## config.mk

```make
export PLATFORM = sky130hd
export DESIGN_NAME = pin_ident_sequencer
export DESIGN_NICKNAME = d
export VERILOG_FILES = /design/src/rtl/pin_ident_sequencer.sv
export SDC_FILE = /design/constraint.sdc
export NUM_CORES = 1
export LEC_CHECK = 0
export BUFFER_PORTS_ARGS = -buffer_cell sky130_fd_sc_hd__buf_2
export CAP_MARGIN = 20
export CORE_MARGIN = 2
export CORE_UTILIZATION = 52
export CTS_CLUSTER_SIZE = 14
export DETAILED_ROUTE_END_ITERATION = 10
export GPL_TIMING_DRIVEN = 1
export PLACE_DENSITY_LB_ADDON = 0.12
export SLEW_MARGIN = 0
export SYNTH_ARGS = -nofsm -noshare
export SYNTH_HDL_FRONTEND = slang
export SYNTH_SLANG_ARGS = --single-unit
```

## constraint.sdc

```tcl
create_clock -name clk_i -period 3.7 [get_ports clk_i]
set_input_delay 0.74 -clock clk_i [delete_from_list [all_inputs] [get_ports clk_i]]
set_output_delay 0.74 -clock clk_i [all_outputs]
set_load 0.02 [all_outputs]
```

## src/rtl/pin_ident_sequencer.sv

```systemverilog
// Pin identification sequencer: every frame each channel blinks its row code, then its column code,
// so a header pin can be mapped to its package ball by eye or with a logic analyser.
module pin_ident_sequencer #(
    parameter int unsigned NUM_CH          = 8,
    parameter int unsigned IDX_W           = (NUM_CH > 1) ? $clog2(NUM_CH) : 1,
    parameter int unsigned TICK_DIV        = 2500000,
    parameter int unsigned GAP_TICKS       = 8,
    parameter int unsigned FRAME_GAP_TICKS = 20
) (
    input  logic                clk_i,
    input  logic                rst_i,
    input  logic                en_i,
    input  logic [1:0]          mode_i,
    input  logic [5*NUM_CH-1:0] row_code_i,
    input  logic [5*NUM_CH-1:0] col_code_i,
    output logic [NUM_CH-1:0]   ch_o,
    output logic [IDX_W-1:0]    walk_idx_o,
    output logic                frame_stb_o,
    output logic                walk_stb_o
);
    localparam int unsigned CODE_W      = 5;
    localparam int unsigned PHASE_TICKS = 62;
    localparam int unsigned GAP_MAX     = (GAP_TICKS > FRAME_GAP_TICKS) ? GAP_TICKS : FRAME_GAP_TICKS;
    localparam int unsigned SEG_MAX     = (GAP_MAX > PHASE_TICKS) ? GAP_MAX : PHASE_TICKS;
    localparam int unsigned TCNT_W      = $clog2(SEG_MAX);
    localparam int unsigned DIV_W       = $clog2(TICK_DIV);

    localparam logic [1:0] MODE_IDENT   = 2'd0;
    localparam logic [1:0] MODE_ALL_ON  = 2'd1;
    localparam logic [1:0] MODE_WALK    = 2'd2;
    localparam logic [1:0] MODE_ALL_OFF = 2'd3;

    typedef enum logic [1:0] {ST_ROW, ST_GAP1, ST_COL, ST_GAP2} state_t;

    state_t                state_q, state_d;
    logic [TCNT_W-1:0]     tcnt_q, tcnt_d;
    logic [DIV_W-1:0]      div_q, div_d;
    logic                  armed_q, armed_d;
    logic [1:0]            mode_q, mode_d;
    logic [5*NUM_CH-1:0]   row_q, row_d, col_q, col_d;
    logic [IDX_W-1:0]      walk_idx_d;
    logic [NUM_CH-1:0]     ch_d, pat, walk_sel;
    logic                  frame_stb_d, walk_stb_d;
    logic                  tick, frame_start, pulse_slot;
    logic [CODE_W-1:0]     slot, code;

    // Next-state: tick divider, frame position, latching at frame start and pin pattern
    always_comb begin
        state_d     = state_q;
        tcnt_d      = tcnt_q;
        div_d       = div_q;
        armed_d     = armed_q;
        mode_d      = mode_q;
        row_d       = row_q;
        col_d       = col_q;
        walk_idx_d  = walk_idx_o;
        ch_d        = ch_o;
        frame_stb_d = 1'b0;
        walk_stb_d  = 1'b0;
        tick        = 1'b0;
        frame_start = 1'b0;
        pulse_slot  = 1'b0;
        slot        = '0;
        code        = '0;
        pat         = '0;
        walk_sel    = '0;

        if (!en_i) begin
            state_d = ST_ROW;
            tcnt_d  = '0;
            div_d   = '0;
            armed_d = 1'b0;
            ch_d    = '0;
        end else begin
            tick  = (div_q == DIV_W'(TICK_DIV - 1));
            div_d = tick ? '0 : div_q + DIV_W'(1);
            if (tick) begin
                // An unarmed sequencer (after reset or enable) starts a fresh frame on its first tick
                if (!armed_q) begin
                    frame_start = 1'b1;
                    state_d     = ST_ROW;
                    tcnt_d      = '0;
                end else begin
                    tcnt_d = tcnt_q + TCNT_W'(1);
                    case (state_q)
                        ST_ROW: if (tcnt_q == TCNT_W'(PHASE_TICKS - 1)) begin
                            state_d = ST_GAP1;
                            tcnt_d  = '0;
                        end
                        ST_GAP1: if (tcnt_q == TCNT_W'(GAP_TICKS - 1)) begin
                            state_d = ST_COL;
                            tcnt_d  = '0;
                        end
                        ST_COL: if (tcnt_q == TCNT_W'(PHASE_TICKS - 1)) begin
                            state_d = ST_GAP2;
                            tcnt_d  = '0;
                        end
                        ST_GAP2: if (tcnt_q == TCNT_W'(FRAME_GAP_TICKS - 1)) begin
                            state_d     = ST_ROW;
                            tcnt_d      = '0;
                            frame_start = 1'b1;
                        end
                        default: begin
                            state_d = ST_ROW;
                            tcnt_d  = '0;
                        end
                    endcase
                end
                armed_d = 1'b1;

                if (frame_start) begin
                    mode_d      = mode_i;
                    row_d       = row_code_i;
                    col_d       = col_code_i;
                    frame_stb_d = 1'b1;
                    if (mode_q == MODE_WALK && mode_i == MODE_WALK) begin
                        walk_idx_d = (walk_idx_o == IDX_W'(NUM_CH - 1)) ? '0 : walk_idx_o + IDX_W'(1);
                        walk_stb_d = 1'b1;
                    end
                end

                // Pulse in slot s = t/2 on even ticks while s is below the channel's code
                pulse_slot = (state_d == ST_ROW || state_d == ST_COL) && !tcnt_d[0];
                slot       = tcnt_d[CODE_W:1];
                for (int k = 0; k < int'(NUM_CH); k++) begin
                    code   = (state_d == ST_ROW) ? row_d[CODE_W*k +: CODE_W] : col_d[CODE_W*k +: CODE_W];
                    pat[k] = pulse_slot && (slot < code);
                end
                walk_sel = NUM_CH'(1) << walk_idx_d;

                case (mode_d)
                    MODE_IDENT:   ch_d = pat;
                    MODE_ALL_ON:  ch_d = '1;
                    MODE_WALK:    ch_d = pat & walk_sel;
                    MODE_ALL_OFF: ch_d = '0;
                endcase
            end
        end
    end

    // State and output registers
    always_ff @(posedge clk_i) begin
        if (rst_i) begin
            state_q     <= ST_ROW;
            tcnt_q      <= '0;
            div_q       <= '0;
            armed_q     <= 1'b0;
            mode_q      <= MODE_IDENT;
            row_q       <= '0;
            col_q       <= '0;
            walk_idx_o  <= '0;
            ch_o        <= '0;
            frame_stb_o <= 1'b0;
            walk_stb_o  <= 1'b0;
        end else begin
            state_q     <= state_d;
            tcnt_q      <= tcnt_d;
            div_q       <= div_d;
            armed_q     <= armed_d;
            mode_q      <= mode_d;
            row_q       <= row_d;
            col_q       <= col_d;
            walk_idx_o  <= walk_idx_d;
            ch_o        <= ch_d;
            frame_stb_o <= frame_stb_d;
            walk_stb_o  <= walk_stb_d;
        end
    end

endmodule
```

==> flow_summary_export.csv, run 1 <==
group,metric,value,unit
logic_synthesis,muxShareOfSynthArea,7.72,%
cts,clkTransAtPathRegs,0.06,ns
timing,worst_clock_skew,0.00566,ns
grt,grt_use_met2,39.5,%
logic_synthesis,synth-simple-area-share,23.0,%
logic_synthesis,ys_seq_area_share,38.0,%
drt,wire_per_inst,15.2,µm
cts,cts_setup_buffers,0,
cts,cts_tree,"yes",
logic_synthesis,synth_flop_cell,"dfxtp_1",
cts,ctsLongestPathBuffers,2,
logic_synthesis,synth_enable_flop_cells,0,
logic_synthesis,synth_area,6640,µm²
setup_path,worst-path-buf-inv,2,
floorplan,coreArea,12600,µm²
drt,drtIter0Drc,301,
drt,num_vias,6132,
logic_synthesis,yosys_warnings,0,
grt,grt_max_degree,86,
logic_synthesis,synth_top_family_by_area,"simple AND/OR/NAND/NOR gates",
setup_path,cp.required,4.03,ns
power,leakage,0.00328,µW
setup_path,cp_data_arrival_time,3.72,ns
power,combPwrFrac,4.1,%
timing,relSlewSlack,38.9,%
timing,final-max-slew-violation-count,0,
cts,cts.sinks,126,
timing,worst_pin_slew,0.916,ns
run,drv_cap,0,
drt,drc,0,
timing,finalSetupTns,0,ns
timing,period_needed,3.39,ns
drt,routed_wirelength,16.9,mm
setup_path,cp-end-kind,"flop",
hold_path,hold_class,"flop to flop",
grt,grt_pass1_vias,5621,
cts,cts_inserted_buffers,17,
setup_path,critPathMaxFanout,17,
cts,clk_latency,0.42,ns
setup_path,worstSetupStartpointType,"flop",
logic_synthesis,synthArstFlopShare,0,%
layout,antennaDiodeCount,0,
grt,met1_usage,35.6,%
cts,h-tree-depth,4,
floorplan,start_util,52.9,%
timing,setup_viol,0,
power,ir_worst_vdd,0.298,mV
grt,grt_use_total,25.8,%
drt,drt_pre_antenna_iters,5,
floorplan,die_width,117,µm
power,p_clk_share,53.3,%
floorplan,rows,41,
layout,nNetsFinal,1049,
logic_synthesis,avgSynthCellArea,7.92,µm²
floorplan,io_pins,98,
floorplan,fp.dieH,117,µm
setup_path,path_cells,"inv_1 -> ha_1 -> and4_1 -> a211o_1 -> nand2_4 -> buf_12 -> mux2i_1 -> nor2_1 -> a21oi_1 -> ha_1 -> a21o_1 -> a21o_1 -> a21oi_1 -> o2111ai_1 -> a211oi_1",
placement,dp_hpwl,11.9,mm
timing,timing.fmax,295,MHz
logic_synthesis,synth_cell_types,53,
logic_synthesis,ys_ff_latch,126,
logic_synthesis,synthCells,839,
power,seqPwrFrac,42.6,%
setup_path,crit_family,"compound AO/OA/AOI/OAI gates",
logic_synthesis,synth_xor_area_share,3.16,%
status,status,"finished clean",
drt,ant_nets,0,
logic_synthesis,synthAdderAreaFrac,6.97,%
power,power.net_switching,702,µW
grt,antenna_found_initial,0,
drt,vias_per_cell,5.51,
floorplan,die-area,13700,µm²
layout,layout-area-overhead-vs-synth,18.9,%
logic_synthesis,yosys.cell_count.top_type,"nand2_1",
grt,overflow,0,
logic_synthesis,synth_common_cells,"nand2_1, a21oi_1, dfxtp_1",
setup_path,max_stage_delay,0.43,ns
grt,grt_pass1_wl,27.5,mm
layout,drive_gt1_share,18.3,%
power,p_per_area,404,nW/µm²
logic_synthesis,synth-compound-area-share,16.7,%
logic_synthesis,syn_nets,961,
placement,globalplace.congestion,0.907,
logic_synthesis,netlist.area_leader.share,38.0,%
power,p_int,2490,µW
timing,rsz0062_at_grt,"false",
timing,hold_viol_final,0,
setup_path,cpMaxStageDelayCell,"a211o_1",
setup_path,crit_type,"flop to flop",
power,total_power,3190,µW
cts,clockRootBuffer,"clkbuf_16",
grt,grt.busiest_layer,"met2",
timing,fin_crit_sh,91.6,%
logic_synthesis,yosysTopAreaCell,"dfxtp_1",
power,p_sw_share,22.0,%
logic_synthesis,synth_area_leaders,"dfxtp_1, nand2_1, a21oi_1",
setup_path,timing.reg2reg.setup_slack,0.31,ns
grt,grt_util_met3,5.25,%
placement,io_buffers,97,
-- per-stage QoR --
stage / hold slack, ns / utilization (%) / setup WS, ns / cell area (µm²) / cells
2_1_floorplan: 0.430 / - / 0.196 / 6640 / 839
3_3_place_gp: 0.440 / 57.9 / 0.386 / 7280 / 1080
3_5_place_dp: 0.446 / 57.9 / 0.278 / 7280 / 1080
4_1_cts: 0.454 / 62.8 / 0.265 / 7890 / 1112
5_1_grt: 0.467 / 62.8 / 0.0440 / 7900 / 1112
6_report: 0.452 / 62.8 / 0.312 / 7900 / 1112
-- final timing paths --
path,startpoint,end,cells past startpoint
setup / recovery,tcnt_q[1],ch_o[0],15
hold / removal,col_q[25],col_q[25],2
setup reg to reg,tcnt_q[1],ch_o[0],15
hold reg to reg,col_q[25],col_q[25],2
-- area by class of cell --
class,instances,area [µm²]
clock buffer,18,439
multi-input combinational,656,3840
sequential,126,2520
tap,172,215
inverter,8,30.0
clock inverter,14,168
timing repair buffer,118,681
fill,1142,4670
-- state kept, by name, indices dropped and copies added, names as in the netlist --
name and flops:
col_q 40, row_q 40, div_q 22, ch_o 8
tcnt_q 6, walk_idx_o 3, mode_q 2, state_q 2
armed_q 1, frame_stb_o 1, walk_stb_o 1
-- tightest hold or removal path, cell delays in order, from the launching register on --
cell	delay (ns)
dfxtp_1	0.30
nand2_1	0.05
a21oi_1	0.05
-- kinds of logic (layout without fill, tap and decap cells) --
family,count (synthesis),count (layout)
buffers and inverters,57,158
muxes,50,50
adders and majority gates,37,37
DFF,126,126
xor gates and xnor gates,24,24
and+or+nand+nor,351,351
AOI/OAI and AO/OA,194,194
-- power by group through the flow --
stage	logic, µW	clock network [µW]	registers, µW
final	129	1700	1360
after global routing	144	1790	1360
after CTS	130	1720	1360
after detailed placement	129	0	1390
after global placement	127	0	1390
after floorplan	56.9	0	1390
-- per-layer routing --
| metal | share of wire [%] | routed length (µm) |
|---|---|---|
| met5 | 0 | 0 |
| met4 | 2.3 | 392 |
| met3 | 6.5 | 1100 |
| met2 | 45 | 7680 |
| met1 | 46 | 7720 |
-- repair_timing --
action,in CTS,in global routing
gates resized for setup,0,2
hold buffers,0,0
endpoints found under the setup margin,0,2
-- placed cells by master, fill, tap and decap left out, types with 3 or more instances in the layout --
cell          n
nand2_1     186
a21oi_1     138
dfxtp_1     126
buf_2        97
nor2_1       87
mux2i_1      40
ha_1         37
buf_4        18
nand3_1      17
clkbuf_16    17
a21o_1       14
xnor2_1      14
nand4_1      13
a211oi_1     11
mux2_2       10
xor2_1       10
o21ai_0       9
inv_1         8
nor3_1        7
clkinvlp_4    6
or2_2         5
nor2b_1       4
o2111ai_1     4
and2_1        3
nand2b_1      3
nor4_1        3
and4_1        3
and3_1        3
bufinv_16     3
clkinv_2      3
buf_12        3
No activity file was read; power rests on OpenSTA's default activity.
==> run 2, diff against run 1 <==
- CORE_UTILIZATION: 52 -> 54
- CTS_BUF_LIST: default -> sky130_fd_sc_hd__clkbuf_2
==> flow_summary_export.csv, run 2 (same netlist as run 1, synthesis figures left out) <==
group,metric,value,unit
timing,timing.fmax,295,MHz
grt,grt_use_total,27.4,%
grt,grt_max_degree,86,
cts,ctsLongestPathBuffers,2,
setup_path,critPathMaxFanout,8,
floorplan,start_util,55.3,%
setup_path,cp.required,4.30,ns
power,p_sw_share,24.8,%
cts,clk_latency,0.68,ns
grt,antenna_found_initial,0,
timing,worst_clock_skew,0.0211,ns
cts,cts_inserted_buffers,17,
layout,antennaDiodeCount,0,
cts,cts_tree,"yes",
power,leakage,0.00312,µW
placement,globalplace.congestion,1.05,
floorplan,io_pins,98,
timing,finalSetupTns,0,ns
layout,regArea,2520,µm²
power,p_clk_share,37.3,%
setup_path,worst-path-buf-inv,1,
cts,cts.sinks,126,
layout,layout-area-overhead-vs-synth,12.2,%
setup_path,r2r-end,"ch_o[0]",
floorplan,die_width,115,µm
setup_path,worstSetupStartpointType,"flop",
layout,fill_cells,1096,
layout,mostFrequentLayoutCells,"nand2_1, a21oi_1, dfxtp_1",
power,seqPwrFrac,57.2,%
layout,drive_gt1_share,17.6,%
setup_path,worstRegToRegCells,11,
setup_path,cp_common_cell,"a21o_1",
drt,routed_wirelength,17.4,mm
setup_path,r2r-start,"tcnt_q[2]",
grt,grt_pass1_vias,5748,
drt,drtIter0Drc,457,
drt,wire_per_inst,16.1,µm
power,total_power,2380,µW
power,ir_worst_vdd,0.273,mV
floorplan,die-area,13200,µm²
cts,clkTransAtPathRegs,0.19,ns
layout,multi_input_area,3830,µm²
drt,vias_per_cell,5.67,
floorplan,rows,40,
grt,overflow,0,
cts,cts_resized,0,
run,drv_cap,0,
power,p_per_area,319,nW/µm²
timing,final-max-slew-violation-count,0,
power,p_int,1790,µW
timing,setup_viol,0,
timing,period_needed,3.39,ns
setup_path,timing.reg2reg.setup_slack,0.31,ns
setup_path,endpoint,"ch_o[0]",
cts,h-tree-depth,4,
drt,drc,0,
cts,cts_hold_buf,0,
cts,cts_setup_buffers,0,
placement,dp.cells,1050,
setup_path,cp-end-kind,"flop",
grt,grt_pass1_wl,28.4,mm
setup_path,cp_data_arrival_time,3.99,ns
layout,reg_top3,"col_q: 40 flops, row_q: 40 flops, div_q: 22 flops",
timing,relSlewSlack,31.7,%
layout,final_cell_count_no_fill,1082,
placement,dp_hpwl,12.4,mm
placement,io_buffers,97,
power,power.net_switching,590,µW
timing,worst_pin_slew,1.01,ns
floorplan,coreArea,12000,µm²
floorplan,fp.dieH,115,µm
setup_path,crit_family,"compound AO/OA/AOI/OAI gates",
layout,nNetsFinal,1044,
timing,hold_viol_final,0,
timing,rsz0062_at_grt,"false",
setup_path,max_stage_delay,0.52,ns
setup_path,path_cells,"and3b_1 -> o21ai_0 -> nand3_1 -> nor2_1 -> buf_4 -> ha_1 -> a21o_1 -> a21o_1 -> a21oi_1 -> o2111ai_1 -> a211oi_1",
setup_path,cpMaxStageDelayCell,"dfxtp_1",
timing,fin_crit_sh,91.6,%
drt,num_vias,6138,
setup_path,path_depth,11,
drt,drt_pre_antenna_iters,5,
setup_path,startpoint,"tcnt_q[2]",
layout,final_common_cell,"nand2_1",
drt,ant_nets,0,
cts,clockRootBuffer,"clkbuf_2",
status,status,"finished clean",
power,combPwrFrac,5.5,%
hold_path,hold_class,"primary input to flop",
setup_path,crit_type,"flop to flop",
==> run 2: cell types whose count changed in the layout (fill, tap and decap cells not counted), moves of 2 or more <==
cell,before,now
clkbuf_2,0,19
buf_4,18,13
clkinv_1,0,2
clkinv_2,3,5
clkinvlp_4,6,2
clkbuf_16,17,0
==> run 2: worst reg2reg max path, cell delays in order (launching register included) <==
cell,delay [ns]
dfxtp_1,0.52
and3b_1,0.27
o21ai_0,0.40
nand3_1,0.23
nor2_1,0.49
buf_4,0.25
ha_1,0.25
a21o_1,0.19
a21o_1,0.17
a21oi_1,0.13
o2111ai_1,0.13
a211oi_1,0.27
==> run 2: per-stage QoR <==
step | hold slack (ns) | utilization (%) | worst slack [ns] | instance area (µm²)
2_1_floorplan | 0.430 | - | 0.196 | 6640
3_3_place_gp | 0.441 | 60.0 | 0.498 | 7210
3_5_place_dp | 0.446 | 60.0 | 0.408 | 7210
4_1_cts | 0.182 | 62.1 | 0.356 | 7450
5_1_grt | 0.151 | 62.1 | 0.0690 | 7450
6_report | 0.260 | 62.1 | 0.313 | 7450
==> run 2: metal layers <==
layer / part of all wire [%] / vias to the layer above / track usage [%]
met3: 7.3 / 37 / 7.96
met4: 2.5 / 0 / 11.1
met1: 46 / 2787 / 36.9
met2: 44 / 238 / 41.4
met5: 0 / - / 0
li1: - / 3076 / -
==> run 2: layout make-up <==
class	instances	area share, %
clock inverters	13	1.96
flip-flops and latches	126	33.8
repair buffers	113	8.63
clock buffers	19	1.28
multi-input cells	656	51.4
inverters	8	0.403
well taps	147	2.47
==> run 2: power by group through the flow <==
stage	registers, µW	logic (µW)	clock network (µW)
floorplan	1390	56.9	0
global placement	1390	127	0
detailed placement	1390	130	0
CTS	1360	131	914
global route	1360	146	974
finish	1360	131	888
==> run 2: worst min-delay path by stage <==
stage	from	end	slack [ns]	depth (start not counted)
2_1_floorplan	div_q[0]	div_q[0]	0.43	1
3_3_place_gp	row_q[0]	row_q[0]	0.44	2
3_5_place_dp	row_q[21]	row_q[21]	0.45	2
4_1_cts	col_code_i[11]	col_q[11]	0.18	3
5_1_grt	col_code_i[31]	col_q[31]	0.15	3
6_report	col_code_i[11]	col_q[11]	0.26	3
